`src/rtl/alu_seq_ctrl.sv`:
```
// alu_pkg: opcode and flag types shared with the single-step ALU.
// alu_seq_ctrl: multi-cycle sequencer driving a combinational single-step ALU.
//   clk, rst (sync, active high)
//   bus      : alu_seq_ctrl_if.slave request/response port
//   alu_in1/alu_in2/alu_op : operands and opcode to the ALU
//   alu_out/alu_flags      : ALU result and flags (only carry is used)
// Shifts (SLL/SRL/SRA by n = min(b, WIDTH)) take n one-bit ALU steps.
// MUL runs WIDTH add/shift step pairs, fixed latency 2*WIDTH+1.
package alu_pkg;
  typedef enum logic [2:0] {
    ALU_ADD = 3'd0,
    ALU_SUB = 3'd1,
    ALU_AND = 3'd2,
    ALU_OR  = 3'd3,
    ALU_XOR = 3'd4,
    ALU_SLL = 3'd5,
    ALU_SRL = 3'd6,
    ALU_SRA = 3'd7
  } alu_opcode_t;

  typedef struct packed {
    logic carry;
    logic zero;
    logic neg;
    logic ovf;
  } alu_flags_t;
endpackage

module alu_seq_ctrl
  import alu_pkg::*;
#(
  parameter int WIDTH = 8
) (
  input  logic             clk,
  input  logic             rst,
  alu_seq_ctrl_if.slave    bus,
  output logic [WIDTH-1:0] alu_in1,
  output logic [WIDTH-1:0] alu_in2,
  output alu_opcode_t      alu_op,
  input  logic [WIDTH-1:0] alu_out,
  input  alu_flags_t       alu_flags
);

  localparam int CW = $clog2(WIDTH) + 1;
  localparam logic [WIDTH-1:0] WIDTH_V = WIDTH'(WIDTH);
  localparam logic [1:0] OP_SLL = 2'b00;
  localparam logic [1:0] OP_SRL = 2'b01;
  localparam logic [1:0] OP_SRA = 2'b10;
  localparam logic [1:0] OP_MUL = 2'b11;

  typedef enum logic [2:0] {
    IDLE  = 3'd0,
    SHIFT = 3'd1,
    MADD  = 3'd2,
    MSHL  = 3'd3,
    DONE  = 3'd4
  } state_t;

  state_t           state_r;
  logic [1:0]       op_r;
  logic             sign_r;
  logic [WIDTH-1:0] acc_r;
  logic [WIDTH-1:0] a_r;
  logic [WIDTH-1:0] b_r;
  logic [CW-1:0]    cnt_r;
  logic             ovf_r;
  logic             req_ready_r;
  logic             resp_valid_r;
  logic [WIDTH-1:0] resp_data_r;
  logic             resp_zero_r;
  logic             resp_neg_r;
  logic             resp_ovf_r;
  logic [CW-1:0]    n_s;
  logic             unused_flags_s;

  function automatic alu_opcode_t shift_opcode(input logic [1:0] op);
    case (op)
      OP_SLL:  return ALU_SLL;
      OP_SRL:  return ALU_SRL;
      default: return ALU_SRA;
    endcase
  endfunction

  function automatic logic is_zero(input logic [WIDTH-1:0] v);
    return (v == {WIDTH{1'b0}});
  endfunction

  assign unused_flags_s = ^{alu_flags.zero, alu_flags.neg, alu_flags.ovf};

  // Clamp the requested shift amount to WIDTH steps.
  always_comb begin
    n_s = {CW{1'b0}};
    if (bus.req_b >= WIDTH_V) begin
      n_s = CW'(WIDTH);
    end else begin
      n_s = CW'(bus.req_b);
    end
  end

  // ALU operand/opcode selection from the current state.
  always_comb begin
    alu_in1 = {WIDTH{1'b0}};
    alu_in2 = {WIDTH{1'b0}};
    alu_op  = ALU_ADD;
    case (state_r)
      SHIFT: begin
        alu_in1 = acc_r;
        alu_op  = shift_opcode(op_r);
      end
      MADD: begin
        alu_in1 = acc_r;
        alu_in2 = a_r;
        alu_op  = ALU_ADD;
      end
      MSHL: begin
        alu_in1 = a_r;
        alu_op  = ALU_SLL;
      end
      default: begin
        alu_op = ALU_ADD;
      end
    endcase
  end

  // Sequencer FSM with registered handshake and result outputs.
  always_ff @(posedge clk) begin
    if (rst) begin
      state_r      <= IDLE;
      op_r         <= 2'b00;
      sign_r       <= 1'b0;
      acc_r        <= {WIDTH{1'b0}};
      a_r          <= {WIDTH{1'b0}};
      b_r          <= {WIDTH{1'b0}};
      cnt_r        <= {CW{1'b0}};
      ovf_r        <= 1'b0;
      req_ready_r  <= 1'b1;
      resp_valid_r <= 1'b0;
      resp_data_r  <= {WIDTH{1'b0}};
      resp_zero_r  <= 1'b0;
      resp_neg_r   <= 1'b0;
      resp_ovf_r   <= 1'b0;
    end else begin
      case (state_r)
        IDLE: begin
          if (bus.req_valid) begin
            req_ready_r <= 1'b0;
            op_r        <= bus.req_op;
            sign_r      <= bus.req_a[WIDTH-1];
            ovf_r       <= 1'b0;
            if (bus.req_op == OP_MUL) begin
              acc_r   <= {WIDTH{1'b0}};
              a_r     <= bus.req_a;
              b_r     <= bus.req_b;
              cnt_r   <= {CW{1'b0}};
              state_r <= MADD;
            end else begin
              acc_r   <= bus.req_a;
              cnt_r   <= n_s;
              state_r <= (n_s == {CW{1'b0}}) ? DONE : SHIFT;
            end
          end
        end
        SHIFT: begin
          // SRA re-imposes the sign latched at accept, regardless of ALU fill.
          if (op_r == OP_SRA) begin
            acc_r <= {sign_r, alu_out[WIDTH-2:0]};
          end else begin
            acc_r <= alu_out;
          end
          cnt_r <= cnt_r - CW'(1);
          if (cnt_r == CW'(1)) begin
            state_r <= DONE;
          end
        end
        MADD: begin
          if (b_r[0]) begin
            acc_r <= alu_out;
            ovf_r <= ovf_r | alu_flags.carry;
          end
          state_r <= MSHL;
        end
        MSHL: begin
          a_r <= alu_out;
          b_r <= b_r >> 1;
          // Losing a's MSB matters only if a later multiplier bit would add it.
          if (a_r[WIDTH-1] && ((b_r >> 1) != {WIDTH{1'b0}})) begin
            ovf_r <= 1'b1;
          end
          cnt_r   <= cnt_r + CW'(1);
          state_r <= (cnt_r < CW'(WIDTH - 1)) ? MADD : DONE;
        end
        DONE: begin
          if (!resp_valid_r) begin
            resp_valid_r <= 1'b1;
            resp_data_r  <= acc_r;
            resp_zero_r  <= is_zero(acc_r);
            resp_neg_r   <= acc_r[WIDTH-1];
            resp_ovf_r   <= (op_r == OP_MUL) ? ovf_r : 1'b0;
          end else if (bus.resp_ready) begin
            resp_valid_r <= 1'b0;
            req_ready_r  <= 1'b1;
            state_r      <= IDLE;
          end
        end
        default: begin
          state_r      <= IDLE;
          req_ready_r  <= 1'b1;
          resp_valid_r <= 1'b0;
        end
      endcase
    end
  end

  assign bus.req_ready  = req_ready_r;
  assign bus.resp_valid = resp_valid_r;
  assign bus.resp_data  = resp_data_r;
  assign bus.resp_zero  = resp_zero_r;
  assign bus.resp_neg   = resp_neg_r;
  assign bus.resp_ovf   = resp_ovf_r;

endmodule

```
`src/rtl/alu_seq_ctrl_if.sv`:
```
// alu_seq_ctrl_if: request/response handshake bundle for alu_seq_ctrl.
//   req_valid/req_ready/req_op/req_a/req_b  : one operation request
//   resp_valid/resp_ready/resp_data         : result handoff
//   resp_zero/resp_neg/resp_ovf             : result flags
// master = requester/consumer side, slave = the sequencer.
interface alu_seq_ctrl_if #(
  parameter int WIDTH = 8
);
  logic             req_valid;
  logic             req_ready;
  logic [1:0]       req_op;
  logic [WIDTH-1:0] req_a;
  logic [WIDTH-1:0] req_b;
  logic             resp_valid;
  logic             resp_ready;
  logic [WIDTH-1:0] resp_data;
  logic             resp_zero;
  logic             resp_neg;
  logic             resp_ovf;

  modport master (
    output req_valid, req_op, req_a, req_b, resp_ready,
    input  req_ready, resp_valid, resp_data, resp_zero, resp_neg, resp_ovf
  );

  modport slave (
    input  req_valid, req_op, req_a, req_b, resp_ready,
    output req_ready, resp_valid, resp_data, resp_zero, resp_neg, resp_ovf
  );
endinterface

```
`src/flat_wrapper.sv`:
```
// flat-port wrapper written by rule: the top's interface ports become plain ports
module alu_seq_ctrl_flat import alu_pkg::*;
#(
  parameter int WIDTH = 8
)
  (clk, rst, alu_in1, alu_in2, alu_op, alu_out, alu_flags, bus_req_valid, bus_req_op, bus_req_a, bus_req_b, bus_resp_ready, bus_req_ready, bus_resp_valid, bus_resp_data, bus_resp_zero, bus_resp_neg, bus_resp_ovf);
  alu_seq_ctrl_if #(.WIDTH(WIDTH)) bus_i ();
  input  logic clk;
  input  logic rst;
  output logic [WIDTH-1:0] alu_in1;
  output logic [WIDTH-1:0] alu_in2;
  output alu_opcode_t alu_op;
  input  logic [WIDTH-1:0] alu_out;
  input  alu_flags_t alu_flags;
  input wire logic [$bits(bus_i.req_valid)-1:0] bus_req_valid;
  input wire logic [$bits(bus_i.req_op)-1:0] bus_req_op;
  input wire logic [$bits(bus_i.req_a)-1:0] bus_req_a;
  input wire logic [$bits(bus_i.req_b)-1:0] bus_req_b;
  input wire logic [$bits(bus_i.resp_ready)-1:0] bus_resp_ready;
  output wire logic [$bits(bus_i.req_ready)-1:0] bus_req_ready;
  output wire logic [$bits(bus_i.resp_valid)-1:0] bus_resp_valid;
  output wire logic [$bits(bus_i.resp_data)-1:0] bus_resp_data;
  output wire logic [$bits(bus_i.resp_zero)-1:0] bus_resp_zero;
  output wire logic [$bits(bus_i.resp_neg)-1:0] bus_resp_neg;
  output wire logic [$bits(bus_i.resp_ovf)-1:0] bus_resp_ovf;
  assign bus_i.req_valid = bus_req_valid;
  assign bus_i.req_op = bus_req_op;
  assign bus_i.req_a = bus_req_a;
  assign bus_i.req_b = bus_req_b;
  assign bus_i.resp_ready = bus_resp_ready;
  assign bus_req_ready = bus_i.req_ready;
  assign bus_resp_valid = bus_i.resp_valid;
  assign bus_resp_data = bus_i.resp_data;
  assign bus_resp_zero = bus_i.resp_zero;
  assign bus_resp_neg = bus_i.resp_neg;
  assign bus_resp_ovf = bus_i.resp_ovf;
  alu_seq_ctrl #(.WIDTH(WIDTH)) u_core (.clk(clk), .rst(rst), .bus(bus_i), .alu_in1(alu_in1), .alu_in2(alu_in2), .alu_op(alu_op), .alu_out(alu_out), .alu_flags(alu_flags));
endmodule
```
`config.mk`:
```
export PLATFORM = sky130hd
export DESIGN_NAME = alu_seq_ctrl_flat
export DESIGN_NICKNAME = d
export VERILOG_FILES = /design/src/rtl/alu_seq_ctrl.sv /design/src/rtl/alu_seq_ctrl_if.sv /design/src/flat_wrapper.sv
export SDC_FILE = /design/constraint.sdc
export NUM_CORES = 1
export LEC_CHECK = 0
export ABC_AREA = 1
export ABC_CLOCK_PERIOD_IN_PS = 1900
export BUFFER_PORTS_ARGS = -buffer_cell sky130_fd_sc_hd__buf_2
export CAP_MARGIN = 25
export CORE_ASPECT_RATIO = 0.7
export CORE_MARGIN = 1.5
export CORE_UTILIZATION = 53
export DETAILED_ROUTE_END_ITERATION = 12
export PLACE_DENSITY = 0.87
export SLEW_MARGIN = 10
export SYNTH_ARGS = -nofsm -noshare
export SYNTH_HDL_FRONTEND = slang
export SYNTH_SLANG_ARGS = --single-unit
```
`constraint.sdc`:
```
create_clock -name clk -period 1.9 [get_ports clk]
set_input_delay 0.095 -clock clk [delete_from_list [all_inputs] [get_ports clk]]
set_output_delay 0.095 -clock clk [all_outputs]
set_load 0.05 [all_outputs]
```
# Yosys cells after proc, flatten, opt, wreduce, memory -nomap -nowiden
# Cells that the tools add are included.
# op_classes
n_addsub	2
n_lt_le_gt_ge	2
n_eq_ne	16
n_mux	38
bitwise_logic	3
reduce_logical	21
# ops
op	n
$mux 8	9
$pmux 8 s2	3
$pmux 8 s3	1
$mux 3	7
$pmux 3 s5	1
$mux 4	3
$pmux 4 s3	1
$reduce_and 4->1	3
$ne 2x1->1 const B	5
$reduce_bool 3->1	3
$ge 8x4->1 const B	1
$logic_not 8->1	1
$mux 1	8
$reduce_bool 8->1	1
$eq 2x2->1 const B	3
$eq 3x2->1 const B	2
$pmux 1 s3	2
$pmux 3 s2	1
$reduce_and 2->1	3
$reduce_and 3->1	2
$add 4x1->4 const B	1
$eq 4x1->1 const B	1
$logic_not 4->1	1
$lt 4x3->1 const B	1
16 further kinds	18
# word_totals
regBits	48
input_bits	34

# Depth between registers and ports, before layout
# Gate-level depths: netlist of the first run.
# depth
word_depth	7
ltp_mapped	10

# Worst setup path before layout of the first run
# No wires, ideal clock.
# synth_path
kind	register to output
startpoint	register u_core.state_r[1]
endpoint	output port alu_op[0]
arrival_ps	2033
t_required_ps	1805
setup_slack_ps	-228
path_stages_with_launch	7
path_buffers	1
path_cell_list	dfxtp_1 buf_6 nor2_4 nand2_1 nand2_1 inv_1 a31oi_1
# synth_via
elab_chain_len	2
elab_cells_between_ends	3
# synth_rtl
item	line_no	source
start, declared	alu_seq_ctrl.sv:59	state_t state_r;
start signal, assigned	alu_seq_ctrl.sv:159	state_r <= (n_s == {CW{1'b0}}) ? DONE : SHIFT;
start signal, assigned	alu_seq_ctrl.sv:190	state_r <= (cnt_r < CW'(WIDTH - 1)) ? MADD : DONE;
$eq 3x2->1 or $eq 3x1->1 (tied branches)	alu_seq_ctrl.sv:105	case (state_r)
$pmux 3 s2 *	alu_seq_ctrl.sv:105	
end, declared	flat_wrapper.sv:12	output alu_opcode_t alu_op;
# Every way passes the cells marked *; elsewhere a longest branch is shown, timed or not.

# Worst setup path in the final report of the first run
# layout_path
startpoint	register u_core.state_r[2]
endpoint	output port alu_in1[2]
# layout_via
elab_chain_len	3
elab_cells_between_ends	5
# layout_rtl
item	line_no	source
$eq 3x1->1 or $eq 3x2->1 (tied branches)	alu_seq_ctrl.sv:105	
$reduce_or 2->1 (no source line)	-	
$pmux 8 s2 *	alu_seq_ctrl.sv:105	
end, declared	flat_wrapper.sv:10	output logic [WIDTH-1:0] alu_in1;
# Marked as above.

==> results of run 1 <==
[routing by layer]
| layer | global-route usage (%) | share of wire [%] | vias up |
|---|---|---|---|
| li1 | - | - | 1446 |
| met2 | 43.85 | 46 | 125 |
| met3 | 5.945 | 7.5 | 8 |
| met1 | 35.41 | 46 | 1256 |
| met5 | 0 | 0 | - |
| met4 | 7.256 | 0.73 | 0 |
[path summary, 6_finish.rpt]
check / from / endpoint / cells after the start
max: u_core.state_r[2] / alu_in1[2] / 5
min: bus_req_b[0] / u_core.cnt_r[0] / 3
max reg2reg: u_core.state_r[2] / u_core.a_r[2] / 7
min reg2reg: u_core.bus.req_ready / u_core.bus.req_ready / 2
[area by class of cell]
type,count,area share (%)
clock buffers,5,2.189
clock inverters,3,0.8754
inverters,42,5.173
multi-input cells,316,46.40
flip-flops and latches,47,30.08
well taps,69,2.746
repair buffers,70,12.53
[state kept, by name, summed over array words and instances (netlist names), 2 cells and up]
| signal | count |
|---|---|
| u_core.a_r | 8 |
| u_core.acc_r | 8 |
| u_core.b_r | 8 |
| u_core.bus.resp_data | 7 |
| u_core.cnt_r | 4 |
| u_core.op_r | 2 |
| u_core.state_r | 3 |
[kinds of logic (layout without fill, tap and decap cells)]
| family | after synthesis | count (layout) |
|---|---|---|
| adder cells (fa/ha/maj) | 3 | 3 |
| AND/OR/NAND/NOR | 233 | 234 |
| flip-flops | 47 | 47 |
| XOR/XNOR | 1 | 1 |
| buffers and inverters | 59 | 120 |
| AO/OA/AOI/OAI | 78 | 78 |
[synthesized netlist by cell type]
cell type  instances  share of area [%]
a21oi_1           25                4.7
a21oi_4            1               0.62
a31oi_1            1               0.24
buf_2              4               0.76
buf_4              2               0.57
buf_6              3                1.3
clkbuf_1           8                1.1
dfxtp_1           47                 36
ha_1               3                1.4
inv_1             37                5.3
inv_2              4               0.57
inv_4              1               0.24
nand2_1          127                 18
nand2_2            2               0.47
nand3_1           16                3.0
nand3_2            1               0.38
nand3_4            1               0.66
nand4_1            1               0.24
nor2_1            69                9.8
nor2_2            10                2.4
nor2_4             2               0.85
nor3_1             1               0.19
nor4_1             2               0.47
o21ai_0           39                7.4
o21ai_1           10                1.9
o21ai_2            1               0.33
o21ai_4            1               0.62
or2_2              1               0.24
xnor2_1            1               0.33
[critical path, stage by stage, from the launching register on]
cell and delay [ns]:
dfxtp_1 0.40, inv_4 0.14, nand3_4 0.14, buf_4 0.25
o21ai_0 0.18, buf_2 0.29
[power breakdown]
part,internal [mW],total [mW],leakage [nW],switching (mW)
combinational,0.689,2.17,1.08,1.48
clock,0.273,0.677,0.0467,0.404
sequential,1.27,1.56,0.386,0.293
[timing repair]
action | CTS | global route
gates resized for setup | 5 | 12
cloned | 0 | 1
endpoints found under the setup margin | 9 | 9
[metrics by stage]
stage | TNS, ns | cell area (sq um) | power, mW | hold slack [ns]
finish | 0 | 3144 | 4.410 | 0.05191
CTS | 0 | 3105 | 4.329 | 0.04763
floorplan | -0.5563 | 2641 | 3.147 | 0.2502
global route | 0 | 3144 | 4.730 | 0.07061
detailed placement | 0 | 2999 | 3.650 | 0.3877
global placement | 0 | 2999 | 3.568 | 0.3893
==> impl_metrics.toml, run 1 <==
[status]
status = "complete, no violations"

[cts]
cts_root_buf = "clkbuf_8"
clk_path_buf_depth = 2
postCtsSetupRepairBufs = 0
cts_hold_buf = 0
htreeDepth = 2
cts_tree = "built"
cts_buffers = 5
clk_pin_slew_ns = 0.10
cts_num_sinks = 47
clk_latency_ns = 0.32

[placement]
port_buffers = 62
placed_cells = 543
place_worst_setup_slack_ns = 0.2749
place_congestion = 0.9137
hpwl_mm = 5.122

[power_and_ir_drop]
p_leak_nw = 1.514
power_density_mw_per_mm2 = 1402
peakVddDrop_v = 0.0007551

[yosys]
post_synth_num_cell_types = 29
synth_area_sq_mm = 0.002635
muxShareOfSynthArea_pct = 0
ys_warn_count = 0
synth_nets = 458
synth-adder-area-share_pct = 1.425
avgSynthCellArea_sq_um = 6.259
ys_seq_area_share_pct = 35.71
synth-simple-area-share_pct = 36.85
synth_seq_cells = 47
synthCells = 421
synth_top_family_by_area = "simple AND/OR/NAND/NOR gates"
synth-compound-area-share_pct = 15.86
synth-xor-area-share_pct = 0.3324

[detailed_routing]
drc_errors = 0
detail_route.wl_per_cell_um = 12.82
first_pass_iters = 5
drt-initial-drc-count = 219
finalWirelength_mm = 7.078
viasPerCell = 5.136
num_vias = 2835
antenna_left = 0

[cells_and_area]
n_fill_cell = 442
antenna_cells = 0
drive_gt1_share_pct = 22.36
multi_input_area_sq_mm = 0.001459
fin_cells = 552
mostFrequentLayoutCells = "nand2_1, nor2_1, buf_2, dfxtp_1, o21ai_0"
seqCellArea_sq_um = 945.9
num-nets-final = 519
syn_to_final_growth_pct = 19.33
fin_util_pct = 65.75
mostFrequentLayoutCell = "nand2_1"

[floorplan]
pin_count = 66
fp.coreArea_sq_mm = 0.004782
die_h_um = 62.00
fp.dieArea_sq_mm = 0.005411
rows = 21
initial_core_util_pct = 55.10
die_width_um = 87.28

[sta]
fin_crit_ns = 1.825
fmax_mhz = 547.9
finalHoldViolCount = 0
fin_crit_sh_pct = 96.06
worstMarginPinSlew_ns = 0.3419
max-slew-margin-rel_pct = 77.18
finalMaxSlewViolations = 0
finalSetupViolCount = 0
fin_ws_ns = 0.07491
rsz0062_at_grt = "no"
final.setup_skew_ns = 0.007806

[global_routing]
grt_pass1_wl_mm = 10.93
grt_pass1_vias = 2370
grt_max_degree = 33
gr-usage-all-layers_pct = 26.45
antenna_found_initial = 0
overflow = 0

[setup_path]
cp.arrival_ns = 1.73
reg2reg_slack_ns = 0.28
endpoint_kind = "output pin"
path_class = "reg -> out"
cp_data_required_time_ns = 1.80
crit_path_start_kind = "flop"
path_max_fanout = 17

[flow_run]
maxCapViolations = 0

[worst_hold_path]
hold_path_class = "in -> reg"
Power figures use the tool's default switching activity.
==> run 2, diff against run 1 <==
--- a/config.mk
+++ b/config.mk
@@ -11,9 +11,9 @@
 export CAP_MARGIN = 25
 export CORE_ASPECT_RATIO = 0.7
 export CORE_MARGIN = 1.5
-export CORE_UTILIZATION = 53
+export CORE_UTILIZATION = 30
 export DETAILED_ROUTE_END_ITERATION = 12
-export PLACE_DENSITY = 0.87
+export PLACE_DENSITY = 0.57
 export SLEW_MARGIN = 10
 export SYNTH_ARGS = -nofsm -noshare
 export SYNTH_HDL_FRONTEND = slang
==> run 2 against run 1 <==
Against the previous run: sequential power about the same; design area is 2.7% higher; clock-buffer cell count increased by 1; combinational power down 4%; largest cell class unchanged; highest routed layer unchanged.
==> impl_metrics.toml, run 2 (same netlist as run 1, synthesis figures left out) <==
[status]
status = "complete, no violations"

[detailed_routing]
antenna_left = 0
first_pass_iters = 5
detail_route.wl_per_cell_um = 12.17
drc_errors = 0
drt-initial-drc-count = 131
viasPerCell = 4.513
num_vias = 2717
finalWirelength_mm = 7.327

[global_routing]
overflow = 0
grt_max_degree = 33
grt_pass1_vias = 2450
grt_pass1_wl_mm = 11.91
gr-usage-all-layers_pct = 16.32
antenna_found_initial = 0

[flow_run]
maxCapViolations = 0

[cts]
cts_buffers = 5
cts_hold_buf = 0
cts_root_buf = "clkbuf_16"
cts_tree = "built"
clk_pin_slew_ns = 0.07
cts_num_sinks = 47
htreeDepth = 2
clk_latency_ns = 0.29
clk_path_buf_depth = 2

[floorplan]
fp.dieArea_sq_mm = 0.009363
pin_count = 66
die_h_um = 81.41
die_width_um = 115.0
rows = 28
fp.coreArea_sq_mm = 0.008478
initial_core_util_pct = 31.08

[placement]
place_worst_setup_slack_ns = 0.2840
hpwl_mm = 5.574
placed_cells = 594
placed_area_sq_mm = 0.003063
port_buffers = 62
place_congestion = 0.8467

[worst_hold_path]
hold_start = "bus_req_b[2]"
hold_path_class = "in -> reg"

[sta]
worstMarginPinSlew_ns = 0.3323
fin_ws_ns = 0.1238
finalHoldViolCount = 0
max-slew-margin-rel_pct = 77.85
fin_crit_ns = 1.776
fmax_mhz = 563.0
finalSetupViolCount = 0
final.setup_skew_ns = 0.008622
rsz0062_at_grt = "no"
fin_crit_sh_pct = 93.48
finalMaxSlewViolations = 0

[power_and_ir_drop]
p_comb_share_pct = 46.0
power_density_mw_per_mm2 = 1410
p_total_mw = 4.553
switching_share_pct = 46.19
peakVddDrop_v = 0.0005300
seq_power_share_pct = 33.8
clkPwrFrac_pct = 20.3
switchingPower_mw = 2.103
power.internal_mw = 2.450
p_leak_nw = 1.540

[setup_path]
setup.worst_path.start = "u_core.state_r[2]"
crit_path_start_kind = "flop"
endpoint_kind = "output pin"
path_max_fanout = 31
r2r_start = "u_core.state_r[2]"
cp.arrival_ns = 1.68
path_class = "reg -> out"
cp_data_required_time_ns = 1.80

[cells_and_area]
top_regs = "u_core.a_r (8), u_core.acc_r (8), u_core.b_r (8)"
drive_gt1_share_pct = 21.99
fin_cells = 602
syn_to_final_growth_pct = 22.51
antenna_cells = 0
stdcell_area_sq_mm = 0.003228
mostFrequentLayoutCell = "nand2_1"
mostFrequentLayoutCells = "nand2_1, nor2_1, buf_2, dfxtp_1, o21ai_0"
fin_util_pct = 38.08
num-nets-final = 518
## run 2: layout make-up
type / instances / area, sq um
timing repair buffer: 70 / 372.9
inverter: 42 / 160.2
clock buffer: 6 / 138.9
sequential: 47 / 943.4
fill: 947 / 5250
multi-input combinational: 315 / 1446
clock inverter: 2 / 16.27
tap: 120 / 150.1
## run 2: per-stage QoR
step           TNS [ns]  hold slack, ns
2_1_floorplan   -0.5563          0.2502
3_3_place_gp          0          0.3983
3_5_place_dp          0          0.4025
4_1_cts               0         0.09589
5_1_grt               0          0.1160
6_report              0          0.1026
## run 2: final timing paths
check	to	slack, ns	depth (start not counted)
setup / recovery	alu_in1[4]	0.12	5
hold / removal	u_core.cnt_r[2]	0.10	3
setup reg to reg	u_core.acc_r[0]	0.36	8
hold reg to reg	u_core.ovf_r	0.45	2
## run 2: repair_timing
item                       CTS  global route
setup endpoints to repair    0             9
setup buffers                0             0
gates resized for setup      0             5
## run 2: power by group through the flow
stage | Sequential, mW | Clock [mW] | Combinational [mW]
final | 1.54 | 0.923 | 2.09
after global routing | 1.58 | 0.996 | 2.36
after CTS | 1.54 | 0.941 | 2.10
after detailed placement | 1.55 | 0 | 2.09
after global placement | 1.55 | 0 | 2.07
after floorplan | 1.57 | 0 | 1.57
## run 2: critical path: stages (launching register included)
cell     delay [ns]
dfxtp_1        0.37
inv_2          0.13
nand3_4        0.12
buf_4          0.25
o21ai_0        0.21
buf_2          0.30
## run 2: layer usage
metal  GRT usage (%)  share of wire, %  up-vias
met5               0                 0        -
met4           3.333              0.67        0
met3           4.649               6.5        8
met2           24.17                41       69
met1           23.56                52     1200
li1                -                 -     1440
